===== config.mk =====
export PLATFORM = sky130hd
export DESIGN_NAME = paicore_hs_loop_fifo
export DESIGN_NICKNAME = d
export VERILOG_FILES = /design/src/rtl/paicore_hs_pkg.sv /design/src/rtl/paicore_sync_fifo.sv /design/src/rtl/paicore_hs_loop_fifo.sv
export SDC_FILE = /design/constraint.sdc
export NUM_CORES = 2
export LEC_CHECK = 0
export ABC_AREA = 1
export BUFFER_PORTS_ARGS = -buffer_cell sky130_fd_sc_hd__buf_2
export CAP_MARGIN = 0
export CORE_MARGIN = 2
export CORE_UTILIZATION = 45
export CTS_CLUSTER_DIAMETER = 50
export CTS_CLUSTER_SIZE = 40
export DETAILED_ROUTE_END_ITERATION = 6
export PLACE_DENSITY_LB_ADDON = 0.15
export SETUP_SLACK_MARGIN = 0.1
export SLEW_MARGIN = 15
export SYNTH_ARGS = -nofsm -noshare
export SYNTH_HDL_FRONTEND = slang
export SYNTH_SLANG_ARGS = --single-unit

===== constraint.sdc =====
create_clock -name clk -period 4.6 [get_ports clk]
set_input_delay 0.23 -clock clk [delete_from_list [all_inputs] [get_ports clk]]
set_output_delay 0.23 -clock clk [all_outputs]
set_load 0.1 [all_outputs]

===== src/rtl/paicore_hs_pkg.sv =====
// Shared types for the PAICORE handshake loop-back: FSM state encodings and the word width.
// Pure declarations; no latency or backpressure of its own.
package paicore_hs_pkg;

    localparam int PAICORE_HS_W = 32;

    typedef enum logic [1:0] {
        IN_SYNC,
        IN_IDLE,
        IN_ACK
    } in_state_t;

    typedef enum logic [1:0] {
        OUT_IDLE,
        OUT_REQ,
        OUT_WAIT
    } out_state_t;

endpackage


===== src/rtl/paicore_sync_fifo.sv =====
// Register-array FIFO with wrapping pointers and an occupancy count; head word visible combinationally.
// Push/pop take effect at the clock edge; caller must not push when full or pop when empty.
module paicore_sync_fifo #(
    parameter int DATA_W = 32,
    parameter int DEPTH  = 64,
    parameter int ADDR_W = 6
) (
    input  logic              clk,
    input  logic              rst,
    input  logic              clr,
    input  logic              push,
    input  logic [DATA_W-1:0] wr_dat,
    input  logic              pop,
    output logic [DATA_W-1:0] head_dat,
    output logic [ADDR_W:0]   level
);

    logic [DATA_W-1:0] mem [DEPTH];
    logic [ADDR_W-1:0] wr_ptr;
    logic [ADDR_W-1:0] rd_ptr;

    always_ff @(posedge clk) begin
        if (rst || clr) begin
            wr_ptr <= '0;
            rd_ptr <= '0;
            level  <= '0;
        end else begin
            if (push) wr_ptr <= wr_ptr + ADDR_W'(1);
            if (pop)  rd_ptr <= rd_ptr + ADDR_W'(1);
            case ({push, pop})
                2'b10:   level <= level + (ADDR_W+1)'(1);
                2'b01:   level <= level - (ADDR_W+1)'(1);
                default: level <= level;
            endcase
        end
    end

    // Storage is not reset; only entries below the level are ever read out.
    always_ff @(posedge clk) begin
        if (push) mem[wr_ptr] <= wr_dat;
    end

    assign head_dat = mem[rd_ptr];

endmodule


===== src/rtl/paicore_hs_loop_fifo.sv =====
// Loop-back of a 4-phase request/ack word stream through a FIFO, with counters and an ack timeout.
// Capture edge N gives in_ack after N and out_req after N+1; a full FIFO holds in_ack low until space frees.
module paicore_hs_loop_fifo
    import paicore_hs_pkg::*;
#(
    parameter int DATA_W = PAICORE_HS_W,
    parameter int DEPTH  = 64,
    parameter int ADDR_W = 6,
    parameter int ACK_TO = 1024
) (
    input  logic              clk,
    input  logic              rst,
    input  logic              i_clr,
    input  logic              in_req,
    input  logic [DATA_W-1:0] in_din,
    output logic              in_ack,
    output logic              out_req,
    output logic [DATA_W-1:0] out_dout,
    input  logic              out_ack,
    output logic [ADDR_W:0]   o_level,
    output logic [31:0]       o_in_cnt,
    output logic [31:0]       o_out_cnt,
    output logic              o_err_timeout
);

    localparam int TMR_W = $clog2(ACK_TO + 1);
    localparam logic [ADDR_W:0]  FULL_LVL = (ADDR_W+1)'(DEPTH);
    localparam logic [TMR_W-1:0] TO_LAST  = TMR_W'(ACK_TO);
    localparam logic [TMR_W-1:0] TO_PRE   = TMR_W'(ACK_TO - 1);

    in_state_t         in_state;
    out_state_t        out_state;
    logic              push;
    logic              pop;
    logic [DATA_W-1:0] head_dat;
    logic [ADDR_W:0]   level;
    logic [31:0]       in_cnt;
    logic [31:0]       out_cnt;
    logic [TMR_W-1:0]  timer;

    assign push = (in_state == IN_IDLE) && in_req && (level != FULL_LVL) && !i_clr;
    assign pop  = (out_state == OUT_REQ) && out_ack && !i_clr;

    paicore_sync_fifo #(
        .DATA_W (DATA_W),
        .DEPTH  (DEPTH),
        .ADDR_W (ADDR_W)
    ) u_fifo (
        .clk      (clk),
        .rst      (rst),
        .clr      (i_clr),
        .push     (push),
        .wr_dat   (in_din),
        .pop      (pop),
        .head_dat (head_dat),
        .level    (level)
    );

    // IN_SYNC keeps a request that straddles reset/clr from being taken as a new word.
    always_ff @(posedge clk) begin
        if (rst || i_clr) begin
            in_state <= IN_SYNC;
            in_ack   <= 1'b0;
            in_cnt   <= '0;
        end else begin
            case (in_state)
                IN_SYNC: begin
                    if (!in_req) in_state <= IN_IDLE;
                end
                IN_IDLE: begin
                    if (push) begin
                        in_ack   <= 1'b1;
                        in_cnt   <= in_cnt + 32'd1;
                        in_state <= IN_ACK;
                    end
                end
                IN_ACK: begin
                    if (!in_req) begin
                        in_ack   <= 1'b0;
                        in_state <= IN_IDLE;
                    end
                end
                default: in_state <= IN_SYNC;
            endcase
        end
    end

    always_ff @(posedge clk) begin
        if (rst || i_clr) begin
            out_state     <= OUT_IDLE;
            out_req       <= 1'b0;
            out_dout      <= '0;
            out_cnt       <= '0;
            timer         <= '0;
            o_err_timeout <= 1'b0;
        end else begin
            case (out_state)
                OUT_IDLE: begin
                    if (level != '0) begin
                        out_dout  <= head_dat;
                        out_req   <= 1'b1;
                        timer     <= '0;
                        out_state <= OUT_REQ;
                    end
                end
                OUT_REQ: begin
                    if (out_ack) begin
                        out_req   <= 1'b0;
                        out_cnt   <= out_cnt + 32'd1;
                        out_state <= OUT_WAIT;
                    end else if (timer != TO_LAST) begin
                        // Saturates at ACK_TO; the word stays offered after the flag sets.
                        timer <= timer + TMR_W'(1);
                        if (timer == TO_PRE) o_err_timeout <= 1'b1;
                    end
                end
                OUT_WAIT: begin
                    if (!out_ack) out_state <= OUT_IDLE;
                end
                default: out_state <= OUT_IDLE;
            endcase
        end
    end

    assign o_level   = level;
    assign o_in_cnt  = in_cnt;
    assign o_out_cnt = out_cnt;

endmodule


==> results by group <==
Run status
  – Status: complete, no violations

Timing
  – Max frequency: 264 MHz
  – Crit path time final: 3.79 ns
  – Clock Skews: 0.0375 ns
  – Slew @ Worst Pin: 1.17 ns
  – Final Slew Violations: 0
  – Slew HR: 21.7%
  – Part of the cycle the worst path needs: 82.3%
  – Unrepaired setup endpoints after global routing: no
  – TNS Setup: 0 ns
  – Setup-failing EPs final: 0
  – Fin. Hold Viols: 0

Run
  – Max_cap viols: 0

CTS
  – Longest Clk Path Bufs: 3
  – Worst-path clk slew: 0.07 ns
  – Post-CTS resize count: 0
  – Total CTS buffers: 202
  – # clock sinks: 2181
  – Clk root buf: clkbuf_16
  – Post-CTS Hold Fix Bufs: 21
  – Clk_lat worst skew: 0.87 ns
  – Post-CTS setup buffer count: 0
  – CTS tree: built
  – Clock H-tree levels: 4

Worst setup path
  – FF-to-FF End: u_fifo.mem[44][26]
  – Crit path arrival time: 4.25 ns
  – Reg2Reg Depth: 8
  – WS Path Type: flop to flop
  – Critical path peak fanout: 32
  – CP Capture Type: flop
  – R2R setup slack: 0.81 ns
  – R2R Path Start: u_fifo.level[0]
  – Critical Path Start Type: flop
  – Worst EP required: 5.07 ns

Placed design
  – # port buffers: 142
  – Dpl cells: 11100
  – Final HPWL DP: 141000 um
  – RD Place Congestion: 0.848

Worst hold path
  – Hold Path Sink: u_fifo.mem[18][31]
  – WHS Path Cells: 2
  – Worst hold path type: input port to flop
  – Hold path startpoint: in_din[31]

Power and ir drop
  – Max IR drop VDD: 0.443 mV
  – PD cells: 393 nW/um2
  – Leak pwr: 38.2 nW

Yosys
  – Warnings from Yosys: 0
  – Unique cell type count in the Yosys netlist: 36
  – Register area share after synthesis: 70.5%
  – Syn_area_per_cell: 10.6 um2
  – Syn Std Cell Area: 91000 um2
  – Post-synthesis sequential element count: 2181
  – Syn Nets: 8611
  – Gate Count Post-Synth: 8565

Floorplanning
  – CORE AREA: 202000 um2
  – Row cnt: 165
  – Die area: 206000 um2
  – I/O pin cnt: 143
  – Initial Util: 45.1%
  – DIE HEIGHT: 454 um
  – Die Wd: 454 um

Global routing
  – Initial antenna violation count: 11
  – First-pass GRT wire length: 383000 um
  – Met1 Usage GRT: 34.2%
  – Grt met2 use: 41.4%
  – Global Route met3 Usage: 3.58%
  – Top Usage Layer GRT: met2
  – Congestion Overflow GR: 0
  – Gr usage total: 24.9%
  – Pin count of the biggest net entering global routing: 208
  – Vias in the first global route: 58900

Detailed routing
  – Vias/cell: 5.35
  – Residual DRC count: 0
  – DR WL/cell: 22.6 um
  – Number of antenna-violating nets in the routed design: 0
  – Final wirelength: 259000 um
  – DRT iter0 DRCs: 6380
  – Drt pass-1 iters: 6
  – Vias: 61500

Cells and area
  – Reg area: 64200 um2
  – Fillers: 17800
  – Share of layout cells above drive strength 1: 8.67%
  – Most common cell after layout, fill and taps aside: nand2_1
  – Most frequent cells in the layout: nand2_1 (2469), edfxtp_1 (2048), nor2_1 (1129)
  – Net count, final: 8684
  – Area Growth Syn to Fin: 12.6%
  – Final Non-Filler Cells: 11500
  – Area of the multi-input gates: 23100 um2
area by class of cell:
| class | count | share of cell area (%) |
|---|---|---|
| well taps | 2672 | 3.26 |
| repair buffers | 332 | 2.52 |
| flip-flops and latches | 2181 | 62.6 |
| clock inverters | 155 | 1.85 |
| multi-input cells | 5353 | 22.5 |
| diodes | 6 | 0.0146 |
| inverters | 568 | 2.12 |
| clock buffers | 223 | 5.09 |
how the worst max path moves through the flow:
stage                               start                  to  slack (ns)  depth (start not counted)
after floorplan           u_fifo.level[2]   u_fifo.mem[11][0]        0.67                          8
after global placement    u_fifo.level[0]  u_fifo.mem[44][26]        0.96                          8
after detailed placement  u_fifo.level[0]  u_fifo.mem[44][26]        0.92                          8
after CTS                 u_fifo.level[0]  u_fifo.mem[44][30]        0.91                          8
after global routing      u_fifo.level[0]  u_fifo.mem[44][18]        0.63                          8
final                     u_fifo.level[0]  u_fifo.mem[44][26]        0.81                          8
registers in the layout, summed over array words and instances (netlist names):
signal         flops
in_ack             1
o_out_cnt         32
u_fifo.wr_ptr      6
timer             11
u_fifo.level       7
o_err_timeout      1
u_fifo.rd_ptr      6
u_fifo.mem      2048
out_dout          32
in_state           2
o_in_cnt          32
out_state          2
out_req            1
layer usage:
metal  share of wire (%)  wire, um
met5              0.0093        24
met1                  43    111000
met3                 6.5     16900
met2                  48    125000
met4                 2.6      6820
cells by family after synthesis:
group,Yosys count,synth area share (%)
simple gates,4650,20.6
xor+xnor,49,0.472
fa+ha+maj,9,0.124
buf+inv,1031,4.68
compound gates,645,3.59
flops,2181,70.5
Yosys cell counts:
library cell,number,share of area (%)
edfxtp_1,2048,68
nand3b_1,3,0.025
nor2_1,1194,4.9
nand3_1,887,4.9
buf_2,83,0.46
o21a_1,1,0.0083
xor2_1,30,0.29
nor4_1,4,0.027
o21ai_0,423,2.3
buf_4,43,0.35
and2_1,1,0.0069
inv_2,1,0.0041
buf_6,16,0.20
nand4_1,21,0.14
clkinv_1,5,0.021
a21oi_1,201,1.1
o21ba_2,1,0.011
clkbuf_2,1,0.0055
dfxtp_1,133,2.9
nor3_2,1,0.011
inv_4,1,0.0069
o21ai_1,5,0.027
or2_2,22,0.15
clkbuf_1,280,1.2
nand2_1,2470,10
nor2b_1,1,0.0069
ha_1,9,0.12
and3_1,12,0.082
a31oi_1,1,0.0069
o21bai_1,1,0.0083
nor3_1,31,0.17
inv_1,561,2.3
o211ai_1,12,0.099
nor3b_1,3,0.025
buf_1,40,0.16
xnor2_1,19,0.18
metrics by stage:
step	power, mW	hold WS, ns	utilization (%)	instance area, um2	setup WS [ns]
3_3_place_gp	22.8	0.441	47.2	95100	0.959
2_1_floorplan	22.3	0.329	-	91000	0.672
4_1_cts	40.6	0.00265	50.8	103000	0.906
3_5_place_dp	22.8	0.452	47.2	95200	0.919
5_1_grt	41.3	0.0591	50.8	103000	0.627
6_report	40.3	0.0436	50.8	103000	0.815
where the power goes:
part           switching, mW  total [mW]  internal [mW]
Sequential            0.0125        21.7           21.7
Clock                   8.22        17.9           9.72
Combinational          0.579       0.676         0.0968
worst max-delay path, stage by stage (launching register included):
cell and delay [ns]:
dfxtp_1 0.45, nor2_1 0.09, nand3_1 0.10, nor3_1 0.06, nor2_2 0.34, inv_1 0.22, nor2_1 0.25, nand2_1 0.68
nor2_4 1.17
No activity file was read; power rests on OpenSTA's default activity.
